==> src/rtl/router_pkg.sv <==
// Shared definitions for the 1x3 router packet-sequencing controller.
// Holds the FSM state encoding and the default destination geometry.
package router_pkg;

  localparam int NUM_DEST_DEF = 3;
  localparam int ADDR_W_DEF   = 2;

  typedef enum logic [2:0] {
    DA  = 3'd0,
    WTE = 3'd1,
    LFD = 3'd2,
    LD  = 3'd3,
    FFS = 3'd4,
    LAF = 3'd5,
    LP  = 3'd6,
    CPE = 3'd7
  } state_t;

endpackage

==> src/rtl/router_fsm.sv <==
// Packet-sequencing controller of the 1x3 router.
// Moore FSM driving router_reg strobes, FIFO write enable and busy.
module router_fsm
  import router_pkg::*;
#(
  parameter int NUM_DEST = NUM_DEST_DEF,
  parameter int ADDR_W   = ADDR_W_DEF
) (
  input  logic                clock,
  input  logic                reset,
  input  logic                pkt_valid,
  input  logic [ADDR_W-1:0]   data_in,
  input  logic                fifo_full,
  input  logic [NUM_DEST-1:0] fifo_empty,
  input  logic [NUM_DEST-1:0] soft_reset,
  input  logic                parity_done,
  input  logic                low_pkt_valid,
  output logic                detect_add,
  output logic                lfd_state,
  output logic                ld_state,
  output logic                laf_state,
  output logic                full_state,
  output logic                rst_int_reg,
  output logic                write_enb_reg,
  output logic                busy
);

  state_t              state_q, state_d;
  logic [ADDR_W-1:0]   addr_q, addr_d;
  logic                addr_ok;
  logic                srst;

  assign addr_ok = 32'(data_in) < 32'(NUM_DEST);
  assign srst    = soft_reset[addr_q];

  always_ff @(posedge clock) begin
    if (reset) begin
      state_q <= DA;
      addr_q  <= '0;
    end else begin
      state_q <= state_d;
      addr_q  <= addr_d;
    end
  end

  always_comb begin
    state_d = state_q;
    addr_d  = addr_q;
    case (state_q)
      DA: begin
        if (pkt_valid && addr_ok) begin
          addr_d  = data_in;
          state_d = fifo_empty[data_in] ? LFD : WTE;
        end
      end
      WTE: begin
        if (fifo_empty[addr_q]) state_d = LFD;
      end
      LFD: state_d = LD;
      LD: begin
        if (fifo_full)       state_d = FFS;
        else if (!pkt_valid) state_d = LP;
      end
      FFS: begin
        if (!fifo_full) state_d = LAF;
      end
      LAF: begin
        if (parity_done)        state_d = DA;
        else if (low_pkt_valid) state_d = LP;
        else                    state_d = LD;
      end
      LP:  state_d = CPE;
      CPE: state_d = fifo_full ? FFS : DA;
      default: state_d = DA;
    endcase
    // A timed-out destination aborts the packet from any busy state.
    if (state_q != DA && srst) state_d = DA;
  end

  always_comb begin
    detect_add    = 1'b0;
    lfd_state     = 1'b0;
    ld_state      = 1'b0;
    laf_state     = 1'b0;
    full_state    = 1'b0;
    rst_int_reg   = 1'b0;
    write_enb_reg = 1'b0;
    busy          = 1'b1;
    unique case (1'b1)
      (state_q == DA): begin
        detect_add = 1'b1;
        busy       = 1'b0;
      end
      (state_q == LFD): lfd_state = 1'b1;
      (state_q == LD): begin
        ld_state      = 1'b1;
        write_enb_reg = 1'b1;
        busy          = 1'b0;
      end
      (state_q == LAF): begin
        laf_state     = 1'b1;
        write_enb_reg = 1'b1;
      end
      (state_q == FFS): full_state = 1'b1;
      (state_q == LP):  write_enb_reg = 1'b1;
      (state_q == CPE): rst_int_reg = 1'b1;
      default: ;
    endcase
  end

endmodule

==> config.mk <==
export PLATFORM = sky130hd
export DESIGN_NAME = router_fsm
export DESIGN_NICKNAME = d
export VERILOG_FILES = /design/src/rtl/router_pkg.sv /design/src/rtl/router_fsm.sv
export SDC_FILE = /design/constraint.sdc
export NUM_CORES = 1
export LEC_CHECK = 0
export BUFFER_PORTS_ARGS = -buffer_cell sky130_fd_sc_hd__buf_2
export CORE_AREA = 2 2 39 41
export CTS_CLUSTER_SIZE = 12
export DETAILED_ROUTE_END_ITERATION = 8
export DIE_AREA = 0 0 41 43
export PLACE_DENSITY = 0.68
export RECOVER_POWER = 100
export SETUP_SLACK_MARGIN = 0.05
export SYNTH_ARGS = -nofsm -noshare
export SYNTH_HDL_FRONTEND = slang
export SYNTH_SLANG_ARGS = --single-unit
==> constraint.sdc <==
create_clock -name clock -period 1.3 [get_ports clock]
set_input_delay 0.065 -clock clock [delete_from_list [all_inputs] [get_ports clock]]
set_output_delay 0.065 -clock clock [all_outputs]
set_load 0.1 [all_outputs]
# Word level (Yosys, flattened, before mapping)

Cells that the tools add are included.

Flip-flop bits (word level): 5
Memories: 0
Bits in read-only memories: 0
Input bits: 14
Bits in latches: 0
RAM bits: 0
Word-level logic and storage cells: 49

Muxes and demuxes: 24
Order comparisons: 3
Add/sub/neg operators: 0
Multipliers: 0
Bitwise logic cells: 0
Divide/modulo/power cells: 0
Equal/unequal tests: 11
Reductions and logical operators: 9
Shifts and indexed selects: 0

Operators with widths:

| operator                                             | count |
|---|---|
| two-way mux 3 bit                                    | 8 |
| one-hot mux 3 bit (8 select lines)                   | 1 |
| equality test 3 bit (second input constant)          | 4 |
| two-way mux 1 bit                                    | 11 |
| binary-select mux 1 bit (select 2 bit)               | 3 |
| equality test 3 x 2 -> 1 bit (second input constant) | 2 |
| < comparator 2 x 3 -> 1 bit (second input constant)  | 2 |
| != test 2 bit (second input constant)                | 3 |
| AND reduction 4 bit                                  | 1 |
| OR reduction 2 bit                                   | 2 |
| equality test 3 x 1 -> 1 bit (second input constant) | 1 |
| logical NOT 3 bit                                    | 1 |
| != test 3 bit (second input constant)                | 1 |
| nonzero test 3 bit                                   | 1 |
| OR reduction 3 bit                                   | 1 |
| logical AND 1 bit                                    | 2 |
| < comparator 2 bit (second input constant)           | 1 |
| two-way mux 2 bit                                    | 1 |
| AND reduction 2 bit                                  | 1 |

# Logic depth before layout (Yosys ltp)

Word-level depth: 5
Depth in mapped cells: 5
Depth with buffers taken out: 4

# Worst setup path after synthesis

No wires, ideal clock.

Path type: register to output
Start point: register state_q[1]
End point: output busy
Setup slack: -1.067 ns
Arrival time: 2.302 ns
Stages on the path, launching flop included: 4
Buffers on the path: 0
Data required time: 1.235 ns
Cell sequence: dfxtp_1 > or3_4 > inv_1 > nor2_1

Word-level cells in the longest chain between the ends: 3
Elaborated cells between the ends (all ways): 4
Classes of those cells: eq/ne (1); mux (1); reduce/logical (2)

Ends and longest elaborated chain:

| what                                                                     | line                               | text |
|---|---|---|
| start, declared                                                          | router_fsm.sv:28                   | `state_t state_q, state_d;` |
| start signal, assigned                                                   | router_fsm.sv:41                   | `state_q <= state_d;` |
| equality test 3 x 2 -> 1 bit / logical NOT 3 bit (equally long branches) | router_fsm.sv:95, router_fsm.sv:90 |  |
| OR reduction 2 bit (no line) *                                           | --                                 |  |
| two-way mux 1 bit *                                                      | router_fsm.sv:89                   | `unique case (1'b1)` |
| end, declared                                                            | router_fsm.sv:25                   | `output logic busy` |

Every way passes the cells marked *; elsewhere a longest branch is shown, timed or not.

# Worst setup path after layout

Ends and elaborated chain as after synthesis.

==> summary.md <==
| Metric | Value |
|---|---|
| Outcome | `finished with violations` |
| Violated checks | `negative setup slack` |
| Later-pin clock latency in the skew report | `0.25 ns` |
| Final Cycle Share | `114.4%` |
| Port Buf Inserts | `21` |
| Cell taking the most area after synthesis | `dfxtp_1` |
| Worst r2r path cells | `4` |
| Combinational power share | `80.9%` |
| Worst Hold Depth | `2` |
| Worst slack, placed | `-0.03959 ns` |
| Die width | `41 um` |
| Die height | `43 um` |
| Clock root buffer | `clkbuf_4` |
| Final nets | `115` |
| Post-DRT Antenna Nets | `0` |
| Worst Path Required | `1.24 ns` |
| Detailed Route WL | `1551 um` |
| Die area | `0.001763 mm2` |
| DRC | `0` |
| Mean cell area of the mapped netlist | `7.626 um2` |
| Final-layout fill cell count | `103` |
| CTS Buf Count | `3` |
| Register-to-register setup slack | `-0.16 ns` |
| Share of cells above drive strength 1 | `63.00%` |
| Startpoint class of the critical path | `register` |
| Pleak | `0.3972 nW` |
| CP Data Arrival Time | `1.42 ns` |
| Tot GR Track Use | `19.72%` |
| Tmin final | `1.488 ns` |
| Site Rows | `14` |
| Number of DRC markers in iteration 0 | `7` |
| Post-route clock skew | `0.001976 ns` |
| Post-Synthesis Cell Area | `480.5 um2` |
| Antenna diodes | `0` |
| RSZ-0062 raised after global routing | `yes` |
| Routed via count | `611` |
| First-pass GRT wire length | `2477 um` |
| Netlist cell types | `30` |
| Max VDD drop | `0.001496 V` |
| Post-synthesis net count | `77` |
| Internal | `1.171 mW` |
| Worst hold-check path type | `in2reg` |
| Critical Path Fanout Max | `4` |
| Core area | `0.001384 mm2` |
| Crit end category | `output port` |
| Sw frac | `50.87%` |
| Maximum clock path buffer count | `2` |
| Overflow after GRT | `0` |
| Final worst slack | `-0.1876 ns` |
| Vias in the first global route | `599` |
| Final setup violation count | `9` |
| Placed insts | `105` |
| Placed Area | `817.0 um2` |
| WL per Instance | `13.37 um` |
| CTS sink count | `5` |
| Cells taking the most area after synthesis | `dfxtp_1 21%, mux2i_1 6.3%, nor2_1 6.3%` |
| # IOs | `22` |
| Post-Synthesis Cells | `63` |
| H-tree levels | `1` |
| Kind of critical path | `reg2out` |
| #FFs+latches synth | `5` |
| Final core utilization | `68.90%` |
| Max Transition Viols Final | `0` |
| Post-DP HPWL | `1083 um` |
| Synth warn | `0` |
| Vias per cell | `5.267` |
| Final std cells w/o fill | `116` |
| Area Overhead vs Synth | `98.44%` |
| RD Place Congestion | `0.7655` |
| Largest net degree at the start of global routing | `9` |
| PD cells | `2500 mW/mm2` |
| Max-slew headroom | `69.00%` |
| Starting density of the core | `34.72%` |
| Worst-margin pin slew | `0.4639 ns` |
| Design area | `953.4 um2` |
| Share of the yosys chip area belonging to registers | `20.83%` |
| Initial antenna violation count | `0` |
| TritonRoute pass-1 iters | `2` |
| Max Clock Freq | `672.2 MHz` |
| Setup TNS Final | `-0.9206 ns` |
| Flop pwr share | `11.2%` |
| Final Hold Vio Count | `0` |
| NetSw | `1.213 mW` |
| TritonCTS clock tree | `done` |
| Share of the synthesized area in the top cell type | `20.83%` |
| Max Cap Violations | `0` |
| Clk pin slew, worst setup/hold paths | `0.05 ns` |
| Clock share of power | `7.9%` |
-- layout by cell type, fill, tap and decap left out, types with 2 or more instances in the layout --
cell,netlist,layout
buf_2,2,14
buf_4,1,8
buf_6,0,6
nor2_1,8,5
buf_12,0,5
nor2_4,0,3
a21oi_2,0,3
mux2i_1,3,3
nand2_1,3,3
nor2b_1,3,3
nor3b_2,1,3
clkbuf_4,0,3
buf_8,0,3
dfxtp_4,0,3
nand2b_4,0,2
o21ai_0,3,2
nand3b_1,2,2
inv_1,4,2
nor3_1,2,2
dfxtp_1,5,2
-- cell families after synthesis --
group	count (synthesis)	synth area share (%)
AOI/OAI and AO/OA	19	29.69
buffers and inverters	7	6.771
DFF	5	20.83
muxes	3	6.250
and+or+nand+nor	29	36.46
-- cells in the mapped netlist --
cell and n:
a21bo_2 1, dfxtp_1 5, a21o_1 1, nand2_1 3
o21a_1 1, mux2i_1 3, nor2_1 8, nand3b_1 2
a22o_1 1, o31ai_1 1, nor3_2 1, buf_2 2
a31oi_1 2, nor3b_1 3, inv_1 4, o211ai_1 1
a2bb2oi_2 1, nor2b_1 3, buf_4 1, nand2b_1 3
a2111oi_0 1, a21oi_1 4, nor3b_2 1, nor3_1 2
and3_1 1, or3_4 1, a2111oi_2 1, a21boi_0 1
o21ai_0 3, and3b_1 1
-- worst paths after layout --
kind / to / start
worst max-delay path: busy / state_q[1]$_SDFFE_PP0P_
worst min-delay path: addr_q[0]$_SDFFE_PP0P_ / reset
worst max register to register: state_q[2]$_SDFFE_PP0P_ / state_q[1]$_SDFFE_PP0P_
worst min register to register: addr_q[1]$_SDFFE_PP0P_ / addr_q[1]$_SDFFE_PP0P_
-- sequential cells by signal (all words and copies together) (netlist names) --
register and count:
state_q 3, addr_q 2
-- power groups by stage --
stage,registers [mW],logic (mW),clock network (mW)
after floorplan,0.234,1.10,0
after global placement,0.237,1.64,0
after detailed placement,0.242,1.65,0
after CTS,0.253,1.89,0.188
after global routing,0.276,2.02,0.196
final,0.267,1.93,0.189
-- worst max-delay path, stage by stage (launching register included) --
cell and delay, ns:
dfxtp_4 0.35, or3_4 0.39, buf_6 0.13, clkinvlp_4 0.10, nor2_4 0.04, buf_12 0.15
-- area by class of cell --
cell class                      instances  area [um2]  share of cell area (%)
Multi-Input combinational cell         51       431.7                   45.28
Timing Repair Buffer                   36       342.8                   35.96
Inverter                                4       21.27                   2.231
Sequential cell                         5       111.4                   11.68
Tap cell                               16       20.02                   2.100
Clock buffer                            4       26.28                   2.756
-- repair_timing --
item,CTS,global route
gates resized for setup,16,6
setup endpoints to repair,11,13
hold buffers,0,0
pin swaps,8,2
setup buffers,6,0
gates cloned,1,0
-- routing by layer --
| layer | track usage, % | vias up | routed length [um] |
|---|---|---|---|
| met5 | 0 | - | 0 |
| met4 | 8.000 | 0 | 21 |
| met3 | 1.571 | 4 | 27 |
| met2 | 30.63 | 8 | 805 |
| met1 | 26.86 | 294 | 697 |
| li1 | - | 305 | - |
-- through the flow --
step | power (mW) | hold slack (ns)
detailed placement | 1.894 | 0.3180
global placement | 1.875 | 0.3104
CTS | 2.329 | 0.06390
floorplan | 1.338 | 0.1443
finish | 2.384 | 0.06164
global route | 2.492 | 0.07823
Power figures use the tool's default switching activity.
